## config.mk

```make
export PLATFORM = sky130hd
export DESIGN_NAME = ram_port_arbiter
export DESIGN_NICKNAME = d
export VERILOG_FILES = /design/src/rtl/ram_arb_pkg.sv /design/src/rtl/rr_arbiter.sv /design/src/rtl/ram_port_arbiter.sv
export SDC_FILE = /design/constraint.sdc
export NUM_CORES = 1
export LEC_CHECK = 0
export ABC_AREA = 1
export BUFFER_PORTS_ARGS = -buffer_cell sky130_fd_sc_hd__buf_2
export CORE_UTILIZATION = 48
export CTS_BUF_LIST = sky130_fd_sc_hd__clkbuf_16
export DETAILED_ROUTE_END_ITERATION = 7
export PLACE_DENSITY = 0.95
export SLEW_MARGIN = 0
export SYNTH_ARGS = -nofsm -noshare
export SYNTH_HDL_FRONTEND = slang
export SYNTH_SLANG_ARGS = --single-unit
export TNS_END_PERCENT = 100
```

## constraint.sdc

```tcl
create_clock -name clk -period 2.85 [get_ports clk]
set_input_delay 0.57 -clock clk [delete_from_list [all_inputs] [get_ports clk]]
set_output_delay 0.57 -clock clk [all_outputs]
set_load 0.03 [all_outputs]
```

## src/rtl/ram_arb_pkg.sv

```systemverilog
// Shared definitions for the block-RAM port arbiter: default RAM geometry
// and the round-robin pointer wrap helper.
package ram_arb_pkg;

  localparam int ADDR_W_DEF = 6;
  localparam int DATA_W_DEF = 32;

  // Pointer value that follows a grant to requester k among n requesters.
  function automatic int rr_next(input int k, input int n);
    int nxt;
    if (k + 1 >= n) begin
      nxt = 0;
    end else begin
      nxt = k + 1;
    end
    return nxt;
  endfunction

endpackage

```

## src/rtl/rr_arbiter.sv

```systemverilog
// Combinational round-robin arbiter: grants the first requester at or
// above ptr_i, wrapping past N-1 back to 0. Output is one-hot or zero.
module rr_arbiter #(
  parameter int N  = 2,
  parameter int PW = 1
) (
  input  logic [N-1:0]  req_i,
  input  logic [PW-1:0] ptr_i,
  output logic [N-1:0]  gnt_o
);

  logic [PW-1:0] idx_s;
  logic          found_s;
  logic          hit_s;

  // Walk the requesters starting at the pointer and keep only the first hit.
  always_comb begin
    gnt_o   = '0;
    found_s = 1'b0;
    hit_s   = 1'b0;
    idx_s   = ptr_i;
    for (int off = 0; off < N; off++) begin
      hit_s        = !found_s && req_i[idx_s];
      gnt_o[idx_s] = gnt_o[idx_s] | hit_s;
      found_s      = found_s | hit_s;
      idx_s        = (int'(idx_s) == N - 1) ? '0 : idx_s + PW'(1);
    end
  end

endmodule

```

## src/rtl/ram_port_arbiter.sv

```systemverilog
// Shares one simple-dual-port block RAM between N_REQ requesters. Write
// port A and read port B are arbitrated independently with round-robin
// pointers; read data returns after RD_LAT cycles, and a read that collides
// with a same-cycle write to the same address returns the written data.
module ram_port_arbiter
  import ram_arb_pkg::*;
#(
  parameter int N_REQ  = 2,
  parameter int ADDR_W = ADDR_W_DEF,
  parameter int DATA_W = DATA_W_DEF,
  parameter int RD_LAT = 1
) (
  input  logic                    clk,
  input  logic                    rst,
  input  logic [N_REQ-1:0]        wr_req,
  input  logic [N_REQ*ADDR_W-1:0] wr_addr,
  input  logic [N_REQ*DATA_W-1:0] wr_data,
  output logic [N_REQ-1:0]        wr_gnt,
  input  logic [N_REQ-1:0]        rd_req,
  input  logic [N_REQ*ADDR_W-1:0] rd_addr,
  output logic [N_REQ-1:0]        rd_gnt,
  output logic [N_REQ-1:0]        rd_valid,
  output logic [DATA_W-1:0]       rd_data,
  output logic [ADDR_W-1:0]       addra,
  output logic [DATA_W-1:0]       din,
  output logic                    wea,
  output logic [ADDR_W-1:0]       addrb,
  input  logic [DATA_W-1:0]       dout
);

  localparam int PW = (N_REQ > 1) ? $clog2(N_REQ) : 1;

  logic [PW-1:0]     wr_ptr_q, wr_ptr_d;
  logic [PW-1:0]     rd_ptr_q, rd_ptr_d;
  logic [N_REQ-1:0]  wr_gnt_raw_s, rd_gnt_raw_s;
  logic [PW-1:0]     wr_idx_s, rd_idx_s;
  logic [ADDR_W-1:0] wr_addr_s, rd_addr_s;
  logic [DATA_W-1:0] wr_data_s;
  logic              wr_any_s, rd_any_s, fwd_s;

  // addra/din/addrb keep their last granted value between grants
  logic [ADDR_W-1:0] addra_q, addra_d;
  logic [DATA_W-1:0] din_q, din_d;
  logic [ADDR_W-1:0] addrb_q, addrb_d;

  // Read return pipeline: grant vector, forward tag and captured write data
  logic [N_REQ-1:0]  vld_q  [RD_LAT];
  logic              fwd_q  [RD_LAT];
  logic [DATA_W-1:0] fdat_q [RD_LAT];

  rr_arbiter #(.N(N_REQ), .PW(PW)) u_wr_arb (
    .req_i (wr_req),
    .ptr_i (wr_ptr_q),
    .gnt_o (wr_gnt_raw_s)
  );

  rr_arbiter #(.N(N_REQ), .PW(PW)) u_rd_arb (
    .req_i (rd_req),
    .ptr_i (rd_ptr_q),
    .gnt_o (rd_gnt_raw_s)
  );

  // Mask grants during reset and mux index/address/data from the winners.
  always_comb begin
    wr_gnt    = rst ? '0 : wr_gnt_raw_s;
    rd_gnt    = rst ? '0 : rd_gnt_raw_s;
    wr_idx_s  = '0;
    rd_idx_s  = '0;
    wr_addr_s = '0;
    wr_data_s = '0;
    rd_addr_s = '0;
    for (int i = 0; i < N_REQ; i++) begin
      wr_idx_s  |= wr_gnt[i] ? PW'(i) : '0;
      rd_idx_s  |= rd_gnt[i] ? PW'(i) : '0;
      wr_addr_s |= wr_gnt[i] ? wr_addr[i*ADDR_W +: ADDR_W] : '0;
      wr_data_s |= wr_gnt[i] ? wr_data[i*DATA_W +: DATA_W] : '0;
      rd_addr_s |= rd_gnt[i] ? rd_addr[i*ADDR_W +: ADDR_W] : '0;
    end
    wr_any_s = |wr_gnt;
    rd_any_s = |rd_gnt;
    fwd_s    = wr_any_s && rd_any_s && (wr_addr_s == rd_addr_s);
  end

  // Next-state for pointers and held RAM port values, plus the RAM port drive.
  always_comb begin
    wr_ptr_d = wr_ptr_q;
    rd_ptr_d = rd_ptr_q;
    addra_d  = addra_q;
    din_d    = din_q;
    addrb_d  = addrb_q;
    if (wr_any_s) begin
      wr_ptr_d = PW'(rr_next(int'(wr_idx_s), N_REQ));
      addra_d  = wr_addr_s;
      din_d    = wr_data_s;
    end else begin
      wr_ptr_d = wr_ptr_q;
    end
    if (rd_any_s) begin
      rd_ptr_d = PW'(rr_next(int'(rd_idx_s), N_REQ));
      addrb_d  = rd_addr_s;
    end else begin
      rd_ptr_d = rd_ptr_q;
    end
    wea = wr_any_s;
    if (rst) begin
      addra = '0;
      din   = '0;
      addrb = '0;
    end else begin
      addra = addra_d;
      din   = din_d;
      addrb = addrb_d;
    end
  end

  // Pointer, held-port and read-pipeline registers with synchronous reset.
  always_ff @(posedge clk) begin
    if (rst) begin
      wr_ptr_q <= '0;
      rd_ptr_q <= '0;
      addra_q  <= '0;
      din_q    <= '0;
      addrb_q  <= '0;
      for (int s = 0; s < RD_LAT; s++) begin
        vld_q[s]  <= '0;
        fwd_q[s]  <= 1'b0;
        fdat_q[s] <= '0;
      end
    end else begin
      wr_ptr_q  <= wr_ptr_d;
      rd_ptr_q  <= rd_ptr_d;
      addra_q   <= addra_d;
      din_q     <= din_d;
      addrb_q   <= addrb_d;
      vld_q[0]  <= rd_gnt;
      fwd_q[0]  <= fwd_s;
      fdat_q[0] <= wr_data_s;
      for (int s = 1; s < RD_LAT; s++) begin
        vld_q[s]  <= vld_q[s-1];
        fwd_q[s]  <= fwd_q[s-1];
        fdat_q[s] <= fdat_q[s-1];
      end
    end
  end

  // Read return: forwarded data wins over RAM output; quiet when nothing returns.
  always_comb begin
    rd_valid = '0;
    rd_data  = '0;
    if (rst || !(|vld_q[RD_LAT-1])) begin
      rd_valid = '0;
      rd_data  = '0;
    end else begin
      rd_valid = vld_q[RD_LAT-1];
      rd_data  = fwd_q[RD_LAT-1] ? fdat_q[RD_LAT-1] : dout;
    end
  end

endmodule

```

==> run_results.csv <==
group,metric,value,unit
status,outcome,"completed",
detailed_routing,dr.pass1.iters,4,
yosys,synth_edf_count,0,
detailed_routing,dr_total_vias,3946,
cts,cts-root-buf,"clkbuf_16",
yosys,syn_nets,633,
yosys,syn_avg_cell_area,7.63,sq um
placement,hpwl,8.58,mm
setup_path,r2r-start,"wr_ptr_q$_SDFFE_PP0N_",
setup_path,path_class,"primary input to primary output",
placement,place.gp.congestion,0.885,
yosys,synth_top_cell_by_area,"dfxtp_1",
layout,final-instance-count-excl-fill,814,
sta,hold_violations,0,
die,die_h,91.7,microns
cts,cts_htree_levels,3,
placement,place_inst,798,
power_and_ir_drop,irDropWorstVdd,344,uV
die,start_util,0.498,
setup_path,r2r_cells,8,
sta,finClkSkew,5.93,ps
sta,relSlewSlack,0.773,
setup_path,critical-path-slowest-cell,"inv_2",
cts,cts_hold_buf,0,
die,io_pins,209,
layout,nets,833,
cts,numCtsBuffers,9,
yosys,synth_commonest_cells,"inv_1 (130), dfxtp_1 (81), nand2_1 (75), nor2_1 (41), o21ai_1 (31)",
setup_path,path_max_fanout,18,
yosys,yosysMostFrequentCell,"inv_1",
yosys,synthCells,507,
setup_path,cp.required,2280,ps
yosys,synth_xor_xnor_area_share,0,
detailed_routing,viasPerCell,4.85,
yosys,ys_ff_latch,81,
yosys,synth_fa_ha_area_frac,0,
worst_hold_path,hold_depth,2,
placement,portBuffers,208,
yosys,synthFlopType,"dfxtp_1",
cts,cts_tree,"built",
power_and_ir_drop,powerDensity,579,nW/um^2
cts,cts_resized,0,
detailed_routing,totalWireLength,10.9,mm
die,dieWidth,91.7,microns
layout,fillers,584,
worst_hold_path,hold_end,"fdat_q[0][31]$_SDFF_PP0_",
grt,grt_usage,0.255,
worst_hold_path,hp-class,"primary input to flip-flop",
sta,setup_violations,0,
sta,drv_slew,0,
yosys,synthSimpleGateAreaFrac,0.163,
yosys,synth_warnings,0,
layout,drive_above_1_share,0.393,
sta,fin_crit,2560,ps
grt,grt-ovfl-total,0,
grt,grt_pass1_vias,3926,
flow_run,cap_viol_max_count,0,
detailed_routing,drtIter0Drc,165,
setup_path,crit_chain,"buf_2, inv_2, nand3_2, inv_2, buf_4, a22o_1, o21ai_1, inv_1, buf_2",
layout,post-route-util,0.680,
layout,synthToLayoutAreaGrowth,36.6,%
sta,worst-slew-pin-transition,340,ps
power_and_ir_drop,p_leak,3.22,nW
sta,tns,0,ps
sta,rsz0062_at_grt,"false",
cts,cts_buffer_depth,2,
yosys,syn-cell-area,3870,sq um
setup_path,r2r_slack,1390,ps
sta,fmax,391,MHz
sta,fin_crit_sh,0.897,
setup_path,cp.buffers_inverters,6,
yosys,ys_seq_area_frac,0.419,
yosys,ys_types,27,
die,dieArea,8420,sq um
detailed_routing,drc_errors,0,
grt,grt_pass1_wl,17.1,mm
yosys,synth-compound-area-share,0.150,
setup_path,timing.rr.end,"din_q[2]$_DFF_P_",
setup_path,path_delay_family,"buffers and inverters",
yosys,synth_top_family_by_area,"buffers and inverters",
detailed_routing,wire_per_inst,13.4,microns
die,rows,32,
cts,clock_latency,320,ps
grt,antenna_found_initial,0,
yosys,async_reset_ff_frac,0,
yosys,synthTopCellsByArea,"dfxtp_1 (42%), inv_1 (13%), nand2_1 (7.3%), mux2_2 (7.0%), a22o_1 (5.0%)",
cts,post_cts_buffers,0,
die,core_area,7770,sq um
grt,grt_max_degree,33,
yosys,muxShareOfSynthArea,0.0932,
setup_path,startpoint_type,"primary input",
cts,cts.sink_count,81,
worst_hold_path,hp-start,"wr_data[63]",
yosys,synth_top_area_frac,0.419,
setup_path,cp.arrival,1990,ps
power_and_ir_drop,finalPower,3.06,mW
layout,diodes,0,
detailed_routing,antenna_left,0,
setup_path,end_kind,"primary output",
setup_path,cpPeakStageDelay,240,ps
cts,path_clk_slew,60,ps
where the power goes:
part	switching [mW]	internal [mW]	leakage, nW
combinational	0.367	0.218	2.40
clock	0.466	0.775	0.153
sequential	0.0230	1.21	0.668
final cells by class:
| class | instances | area (sq um) | area share |
|---|---|---|---|
| repair buffers | 218 | 1130 | 0.214 |
| clock inverters | 7 | 101 | 0.0192 |
| flip-flops and latches | 81 | 1620 | 0.307 |
| well taps | 102 | 128 | 0.0242 |
| inverters | 134 | 503 | 0.0952 |
| multi-input cells | 263 | 1580 | 0.298 |
| clock buffers | 9 | 225 | 0.0426 |
sequential cells by signal, summed over array words and instances (netlist names):
name and flops:
fwd_q 1, fdat_q 32, din_q 32, wr_ptr_q 1
addrb_q 6, vld_q 2, rd_ptr_q 1, addra_q 6
worst max-delay path by stage:
stage	slack, ps	end	startpoint	cells past startpoint
finish	290	din[28]	rst	9
global route	140	din[23]	rst	9
floorplan	640	din[10]	rst	8
global placement	360	din[30]	rst	9
CTS	310	din[28]	rst	9
detailed placement	320	din[28]	rst	9
layout by cell type, fill, tap and decap left out, types with 2 or more instances in the layout:
cell type,netlist,layout
o211ai_1,11,11
buf_2,13,208
mux2_2,24,24
nand4_1,10,10
bufinv_16,0,2
nand2_1,75,75
nand2_2,2,2
a21oi_1,3,2
mux2_1,8,8
dfxtp_1,81,81
inv_2,4,4
and2_1,2,2
o21ai_0,5,5
nand3_1,14,14
clkbuf_16,0,9
a22o_1,22,22
inv_1,130,130
clkinvlp_4,0,2
nor2_1,41,41
a22o_2,10,10
inv_6,0,2
o21ai_1,31,31
buf_4,4,9
worst register-to-register path, cell delays in order, from the launching register on:
cell,delay (ps)
dfxtp_1,330
inv_1,100
nand2_4,90
nand2_2,80
inv_2,110
buf_12,190
a22o_1,210
o21ai_1,150
inv_1,90
per-stage QoR:
stage                     instance area (sq um)  worst slack [ps]  hold slack [ps]
after floorplan                            3870               636              456
after global placement                     4960               362              473
after CTS                                  5280               311              470
final                                      5280               293              478
after detailed placement                   4960               315              479
after global routing                       5280               138              475
cell families (layout without fill, tap and decap cells):
kind of cell,after synthesis,after routing
buffers and inverters,163,368
AND/OR/NAND/NOR,148,148
AO/OA/AOI/OAI,83,83
flip-flops,81,81
multiplexers,32,32
per-layer routing:
layer	track usage	share of wire	routed length (microns)
met5	0	0	0
met4	0.132	0.031	334
met3	0.0506	0.064	705
met2	0.476	0.51	5580
met1	0.268	0.40	4330
Power figures use the tool's default switching activity.
